<file path="config.mk">
export PLATFORM = sky130hd
export DESIGN_NAME = aes_spi_scheduler
export DESIGN_NICKNAME = d
export VERILOG_FILES = /design/src/rtl/aes_sched_pkg.sv /design/src/rtl/aes_sched_shreg.sv /design/src/rtl/aes_spi_scheduler.sv
export SDC_FILE = /design/constraint.sdc
export NUM_CORES = 1
export LEC_CHECK = 0
export CORE_AREA = 3 3 255 257
export DETAILED_ROUTE_END_ITERATION = 10
export DIE_AREA = 0 0 258 260
export GPL_ROUTABILITY_DRIVEN = 0
export MAX_ROUTING_LAYER = met4
export PLACE_DENSITY = 0.55
export SLEW_MARGIN = 10
export SYNTH_ARGS = -nofsm -noshare
export SYNTH_HDL_FRONTEND = slang
export SYNTH_SLANG_ARGS = --single-unit
</file>
<file path="constraint.sdc">
create_clock -name clk -period 2.5 [get_ports clk]
set_clock_uncertainty 0.05 [all_clocks]
set_input_delay 0.5 -clock clk [delete_from_list [all_inputs] [get_ports clk]]
set_output_delay 0.5 -clock clk [all_outputs]
set_load 0.1 [all_outputs]
</file>
<file path="src/rtl/aes_sched_pkg.sv">
// Shared types and constants for the AES serial job scheduler.
//   state_e  : scheduler FSM states
//   MODE_*   : job mode encoding (0 = encrypt, 1 = decrypt)
//   BLK_W    : block/key width, fixed at 128
//   CNT_W    : width of the shared per-state cycle counter
package aes_sched_pkg;

    localparam int   BLK_W    = 128;
    localparam int   CNT_W    = 8;
    localparam logic MODE_ENC = 1'b0;
    localparam logic MODE_DEC = 1'b1;

    typedef enum logic [2:0] {
        ST_IDLE,
        ST_SEND_DATA,
        ST_SEND_KEY,
        ST_WAIT,
        ST_RECV,
        ST_DONE
    } state_e;

endpackage

</file>
<file path="src/rtl/aes_sched_shreg.sv">
// 128-bit shift register with parallel load, serial LSB-first output and
// serial input entering at the MSB. Load has priority over shift.
// Ports:
//   clk, reset   : clock, synchronous active-high reset (clears contents)
//   load_i       : parallel load of load_data_i
//   shift_i      : shift right by one, ser_i enters bit BLK_W-1
//   ser_o        : current bit 0
//   par_o        : full register contents
module aes_sched_shreg
    import aes_sched_pkg::*;
(
    input  logic             clk,
    input  logic             reset,
    input  logic             load_i,
    input  logic [BLK_W-1:0] load_data_i,
    input  logic             shift_i,
    input  logic             ser_i,
    output logic             ser_o,
    output logic [BLK_W-1:0] par_o
);

    logic [BLK_W-1:0] shreg_q;

    always_ff @(posedge clk) begin
        if (reset) begin
            shreg_q <= '0;
        end else if (load_i) begin
            shreg_q <= load_data_i;
        end else if (shift_i) begin
            shreg_q <= {ser_i, shreg_q[BLK_W-1:1]};
        end
    end

    assign ser_o = shreg_q[0];
    assign par_o = shreg_q;

endmodule

</file>
<file path="src/rtl/aes_spi_scheduler.sv">
// Two-requester job scheduler for the bit-serial AES encrypt/decrypt engines.
// Accepts a 128-bit block + key, shifts both LSB-first onto the shared serial
// line, waits WAIT_CYCLES, deserializes the selected engine's result and
// presents it with a valid/ready handshake.
//
// Build option: AES_SCHED_RR_EN selects round-robin arbitration on a tie;
// without it requester 0 wins every tie and no pointer register exists.
//
// state      | meaning
// -----------+-------------------------------------------------------
// IDLE       | waiting for a request, arbiter drives req*_ready
// SEND_DATA  | data block on spi_in, LSB first, 128 cycles
// SEND_KEY   | key on spi_in, LSB first, 128 cycles
// WAIT       | spi_in low for WAIT_CYCLES cycles (engine latency)
// RECV       | engine out sampled into rsp_data[cnt], 128 cycles
// DONE       | rsp_valid high until rsp_ready
//
// Ports:
//   clk, reset                    : clock, synchronous active-high reset
//   reqN_valid/ready/mode/data/key: requester N job interface (N = 0, 1)
//   rsp_valid/ready/id/data       : result handshake
//   spi_in                        : serial line shared by both engines
//   enc_/dec_enable, enc_/dec_chip: engine enable and active-low select
//   enc_/dec_out                  : engine serial result
//   busy                          : high outside IDLE
module aes_spi_scheduler
    import aes_sched_pkg::*;
#(
    parameter int WAIT_CYCLES = 20    // legal range 1..255
) (
    input  logic             clk,
    input  logic             reset,
    input  logic             req0_valid,
    output logic             req0_ready,
    input  logic             req0_mode,
    input  logic [BLK_W-1:0] req0_data,
    input  logic [BLK_W-1:0] req0_key,
    input  logic             req1_valid,
    output logic             req1_ready,
    input  logic             req1_mode,
    input  logic [BLK_W-1:0] req1_data,
    input  logic [BLK_W-1:0] req1_key,
    output logic             rsp_valid,
    input  logic             rsp_ready,
    output logic             rsp_id,
    output logic [BLK_W-1:0] rsp_data,
    output logic             spi_in,
    output logic             enc_enable,
    output logic             dec_enable,
    output logic             enc_chip,
    output logic             dec_chip,
    input  logic             enc_out,
    input  logic             dec_out,
    output logic             busy
);

    localparam logic [CNT_W-1:0] LAST_BIT  = CNT_W'(BLK_W - 1);
    localparam logic [CNT_W-1:0] WAIT_LAST = CNT_W'(WAIT_CYCLES - 1);
    localparam logic [CNT_W-1:0] CNT_ONE   = CNT_W'(1);

    state_e           state_q;
    logic [CNT_W-1:0] cnt_q;
    logic             mode_q;
    logic             rsp_id_q;
    logic [BLK_W-1:0] key_q;
    logic             enc_sel_q;
    logic             dec_sel_q;
    logic             rsp_valid_q;
    logic             busy_q;

    logic             idle;
    logic             pick1;
    logic             accept;
    logic             acc_mode;
    logic [BLK_W-1:0] acc_data;
    logic [BLK_W-1:0] acc_key;

    logic             tx_load;
    logic             tx_shift;
    logic [BLK_W-1:0] tx_load_data;
    logic             rx_shift;
    logic             rx_ser;
    logic [BLK_W-1:0] unused_tx_par;
    logic             unused_rx_ser;

    // ---------------- arbitration ----------------
    assign idle = (state_q == ST_IDLE);

`ifdef AES_SCHED_RR_EN
    logic last_q;    // requester accepted most recently

    // Reset value 1 makes requester 0 win the first tie.
    always_ff @(posedge clk) begin
        if (reset) begin
            last_q <= 1'b1;
        end else if (accept) begin
            last_q <= pick1;
        end
    end

    assign pick1 = req1_valid && (!req0_valid || !last_q);
`else
    assign pick1 = req1_valid && !req0_valid;
`endif

    assign req0_ready = idle && req0_valid && !pick1;
    assign req1_ready = idle && pick1;
    assign accept     = idle && (req0_valid || req1_valid);

    assign acc_mode = pick1 ? req1_mode : req0_mode;
    assign acc_data = pick1 ? req1_data : req0_data;
    assign acc_key  = pick1 ? req1_key  : req0_key;

    // ---------------- datapath ----------------
    // The data block is loaded on accept; the key replaces it on the last
    // data bit. Zeros shift in behind the key, so spi_in idles low in WAIT.
    assign tx_load      = accept || (state_q == ST_SEND_DATA && cnt_q == LAST_BIT);
    assign tx_load_data = idle ? acc_data : key_q;
    assign tx_shift     = (state_q == ST_SEND_DATA) || (state_q == ST_SEND_KEY);

    assign rx_shift = (state_q == ST_RECV);
    assign rx_ser   = (mode_q == MODE_DEC) ? dec_out : enc_out;

    aes_sched_shreg u_tx (
        .clk         (clk),
        .reset       (reset),
        .load_i      (tx_load),
        .load_data_i (tx_load_data),
        .shift_i     (tx_shift),
        .ser_i       (1'b0),
        .ser_o       (spi_in),
        .par_o       (unused_tx_par)
    );

    // First sampled bit ends up in bit 0 after 128 shifts.
    aes_sched_shreg u_rx (
        .clk         (clk),
        .reset       (reset),
        .load_i      (1'b0),
        .load_data_i ('0),
        .shift_i     (rx_shift),
        .ser_i       (rx_ser),
        .ser_o       (unused_rx_ser),
        .par_o       (rsp_data)
    );

    // ---------------- FSM ----------------
    always_ff @(posedge clk) begin
        if (reset) begin
            state_q     <= ST_IDLE;
            cnt_q       <= '0;
            mode_q      <= MODE_ENC;
            rsp_id_q    <= 1'b0;
            key_q       <= '0;
            enc_sel_q   <= 1'b0;
            dec_sel_q   <= 1'b0;
            rsp_valid_q <= 1'b0;
            busy_q      <= 1'b0;
        end else begin
            case (state_q)
                ST_IDLE: begin
                    if (accept) begin
                        state_q   <= ST_SEND_DATA;
                        cnt_q     <= '0;
                        mode_q    <= acc_mode;
                        rsp_id_q  <= pick1;
                        key_q     <= acc_key;
                        enc_sel_q <= (acc_mode == MODE_ENC);
                        dec_sel_q <= (acc_mode == MODE_DEC);
                        busy_q    <= 1'b1;
                    end
                end
                ST_SEND_DATA: begin
                    if (cnt_q == LAST_BIT) begin
                        state_q <= ST_SEND_KEY;
                        cnt_q   <= '0;
                    end else begin
                        cnt_q <= cnt_q + CNT_ONE;
                    end
                end
                ST_SEND_KEY: begin
                    if (cnt_q == LAST_BIT) begin
                        state_q <= ST_WAIT;
                        cnt_q   <= '0;
                    end else begin
                        cnt_q <= cnt_q + CNT_ONE;
                    end
                end
                ST_WAIT: begin
                    if (cnt_q == WAIT_LAST) begin
                        state_q <= ST_RECV;
                        cnt_q   <= '0;
                    end else begin
                        cnt_q <= cnt_q + CNT_ONE;
                    end
                end
                ST_RECV: begin
                    if (cnt_q == LAST_BIT) begin
                        state_q     <= ST_DONE;
                        cnt_q       <= '0;
                        enc_sel_q   <= 1'b0;
                        dec_sel_q   <= 1'b0;
                        rsp_valid_q <= 1'b1;
                    end else begin
                        cnt_q <= cnt_q + CNT_ONE;
                    end
                end
                ST_DONE: begin
                    if (rsp_ready) begin
                        state_q     <= ST_IDLE;
                        cnt_q       <= '0;
                        rsp_valid_q <= 1'b0;
                        busy_q      <= 1'b0;
                    end
                end
                default: begin
                    state_q <= ST_IDLE;
                    cnt_q   <= '0;
                end
            endcase
        end
    end

    assign rsp_valid  = rsp_valid_q;
    assign rsp_id     = rsp_id_q;
    assign busy       = busy_q;
    assign enc_enable = enc_sel_q;
    assign dec_enable = dec_sel_q;
    assign enc_chip   = !enc_sel_q;
    assign dec_chip   = !dec_sel_q;

endmodule

</file>
==> impl_metrics.env <==
export IMPL_outcome="finished clean"
export IMPL_route_detailed_drc=0
export IMPL_dr_total_vias=20600
export IMPL_rows=92
export IMPL_grt_pass1_vias=19900
export IMPL_maxSlewHeadroom=0.517
export IMPL_finalNetCount=3673
export IMPL_worst_slew_pin_slew_ps=725
export IMPL_fp_dieH_um=260
export IMPL_cts_tree="done"
export IMPL_holdPathStages=2
export IMPL_ir_worst_vdd_uv=384
export IMPL_period_needed_ps=2410
export IMPL_grt_max_degree=123
export IMPL_grt_ovfl_total=0
export IMPL_synth_top_area_frac=0.431
export IMPL_ctsHtreeMaxLevel=2
export IMPL_die_w_um=258
export IMPL_die_area_sq_um=67100
export IMPL_io_pins=659
export IMPL_setup_viol=0
export IMPL_first_pass_iters=5
export IMPL_holdBufCountCts=0
export IMPL_hp_class="primary input to flip-flop"
export IMPL_worstPathMaxFanout=15
export IMPL_hold_end="u_rx.par_o[24]"
export IMPL_core_area_sq_um=63000
export IMPL_clk_pin_slew_ps=60
export IMPL_fin_area_sq_um=28400
export IMPL_leakagePower_nw=10.8
export IMPL_mostFrequentLayoutCells="909 x nand2_1, 518 x clkdlybuf4s50_1, 398 x dfxtp_1"
export IMPL_power_density_nw_per_um2=623
export IMPL_numClockSinks=401
export IMPL_cp_end_kind="output port"
export IMPL_ys_ff_latch=401
export IMPL_synth_fp_nets=3073
export IMPL_start_util=0.296
export IMPL_rsz0062_at_grt="false"
export IMPL_synth_edf_count=0
export IMPL_required_ps=1950
export IMPL_fin_util=0.451
export IMPL_min_from="reset"
export IMPL_grt_usage=0.227
export IMPL_final_layout_size_suffix_gt1_frac=0.117
export IMPL_wire_per_inst_um=19.3
export IMPL_place_area_sq_um=26600
export IMPL_drt_antenna_violating_nets=0
export IMPL_synth_area_leader_cell="dfxtp_1"
export IMPL_path_class="flip-flop to output port"
export IMPL_syn2layout_area_growth_pct=52.5
export IMPL_timing_hold_violations_final=0
export IMPL_finalMaxSlewViolations=0
export IMPL_fmax_mhz=415
export IMPL_synth_async_sr_flop_share=0
export IMPL_layout_commonest_cell="nand2_1"
export IMPL_antenna_found_initial=18
export IMPL_whs_ps=366
export IMPL_avgSynthCellArea_sq_um=7.30
export IMPL_cp_start_kind="flip-flop"
export IMPL_timing_rr_end="u_tx.par_o[79]"
export IMPL_synth_area_sq_um=18600
export IMPL_clk_latency_ps=560
export IMPL_cts_buffers_inserted=47
export IMPL_viasPerCell=5.08
export IMPL_cap_viol_max_count=0
export IMPL_yosys_warnings=0
export IMPL_rr_worst_depth=7
export IMPL_synth_ff_type="dfxtp_1"
export IMPL_worstReg2RegStart="cnt_q[0]"
export IMPL_drt_iter0_drc=1503
export IMPL_place_ws_ps=-495
export IMPL_fill_cells=6231
export IMPL_reg2reg_slack_ps=380
export IMPL_synthTopCellsByArea="dfxtp_1 43%, nand2_1 18%, a311oi_1 12%"
export IMPL_p_total_mw=17.7
export IMPL_cts_root_buf="clkbuf_16"
export IMPL_yosysUniqueCellTypes=47
export IMPL_dp_hpwl_mm=60.5
export IMPL_finalCritPeriodShare=0.964
export IMPL_worst_slack_ps=90.4
export IMPL_numPortBuffers=658
export IMPL_seq_area_frac_synth=0.431
export IMPL_grt_pass1_wl_mm=116
export IMPL_drt_wl_total_mm=78.1
export IMPL_netlist_instances=2551
export IMPL_clockBufferDepth=3
export IMPL_cp_arrival_ps=1860
## kinds of logic after synthesis
| logic type | Yosys count | synth area share |
|---|---|---|
| fa+ha+maj | 1 | 0.000671 |
| buf+inv | 254 | 0.0625 |
| mux | 2 | 0.00107 |
| compound gates | 545 | 0.218 |
| flops | 401 | 0.431 |
| xor+xnor | 1 | 0.000470 |
| simple gates | 1347 | 0.286 |
## layer usage
metal | track usage | vias up | routed length, um
li1 | - | 10100 | -
met2 | 0.365 | 682 | 37400
met1 | 0.281 | 9683 | 33100
met4 | 0.0935 | 0 | 2760
met3 | 0.0391 | 131 | 4800
met5 | - | - | 0
## what timing repair did
action | 4_1_cts | 5_1_grt
pin swaps | 1 | 0
resized for setup | 4 | 1
setup buffers | 1 | 0
setup endpoints to repair | 2 | 1
## cell usage after synthesis (4+ instances only)
library cell	instances
nand3_1	134
inv_1	7
buf_2	75
o211ai_1	132
a311oi_1	255
clkbuf_1	142
nor2_1	273
buf_4	5
buf_1	12
nand2_1	910
nand2b_1	4
dfxtp_1	401
buf_6	13
a21oi_1	138
## power by group
part           internal [mW]  total [mW]  leakage, nW  switching (mW)
registers               6.81        7.08         3.29           0.269
clock network           4.75        7.55        0.840            2.80
logic                   1.56        3.08         6.71            1.52
## state kept, by name (all words and copies together), names as in the netlist
| signal | cells |
|---|---|
| u_rx.par_o | 128 |
| enc_enable | 1 |
| state_q | 3 |
| cnt_q | 8 |
| key_q | 128 |
| rsp_valid | 1 |
| u_tx.par_o | 128 |
| mode_q | 1 |
| busy | 1 |
| rsp_id | 1 |
| dec_enable | 1 |
## metrics by stage
| stage | setup TNS (ps) | instances |
|---|---|---|
| after CTS | 0 | 4034 |
| after floorplan | 0 | 2551 |
| final | 0 | 4053 |
| after global routing | 0 | 4053 |
| after global placement | -44470 | 3947 |
| after detailed placement | -55090 | 3947 |
## how the worst max path moves through the flow
stage,start,endpoint,slack (ps),cells after the start
5_1_grt,state_q[0],req1_ready,30,3
6_report,state_q[0],req1_ready,90,3
3_5_place_dp,req1_valid,enc_enable,-490,9
4_1_cts,state_q[1],req1_ready,30,3
3_3_place_gp,req1_valid,enc_enable,-510,9
2_1_floorplan,state_q[2],req0_ready,30,6
## area by class of cell
| type | instances | area [sq um] | share of cell area |
|---|---|---|---|
| sequential | 401 | 8030 | 0.283 |
| clock buffer | 68 | 1420 | 0.0499 |
| multi-input combinational | 1896 | 9510 | 0.335 |
| clock inverter | 18 | 302 | 0.0106 |
| tap | 846 | 1060 | 0.0373 |
| timing repair buffer | 798 | 8020 | 0.282 |
| inverter | 7 | 26.3 | 0.000925 |
| antenna | 19 | 47.5 | 0.00167 |
## worst max-delay path, cell delays in order (launching register included)
cell and delay [ps]:
dfxtp_2 430, or3_4 450, nor2_4 210, buf_12 200
No activity file was read; power rests on OpenSTA's default activity.
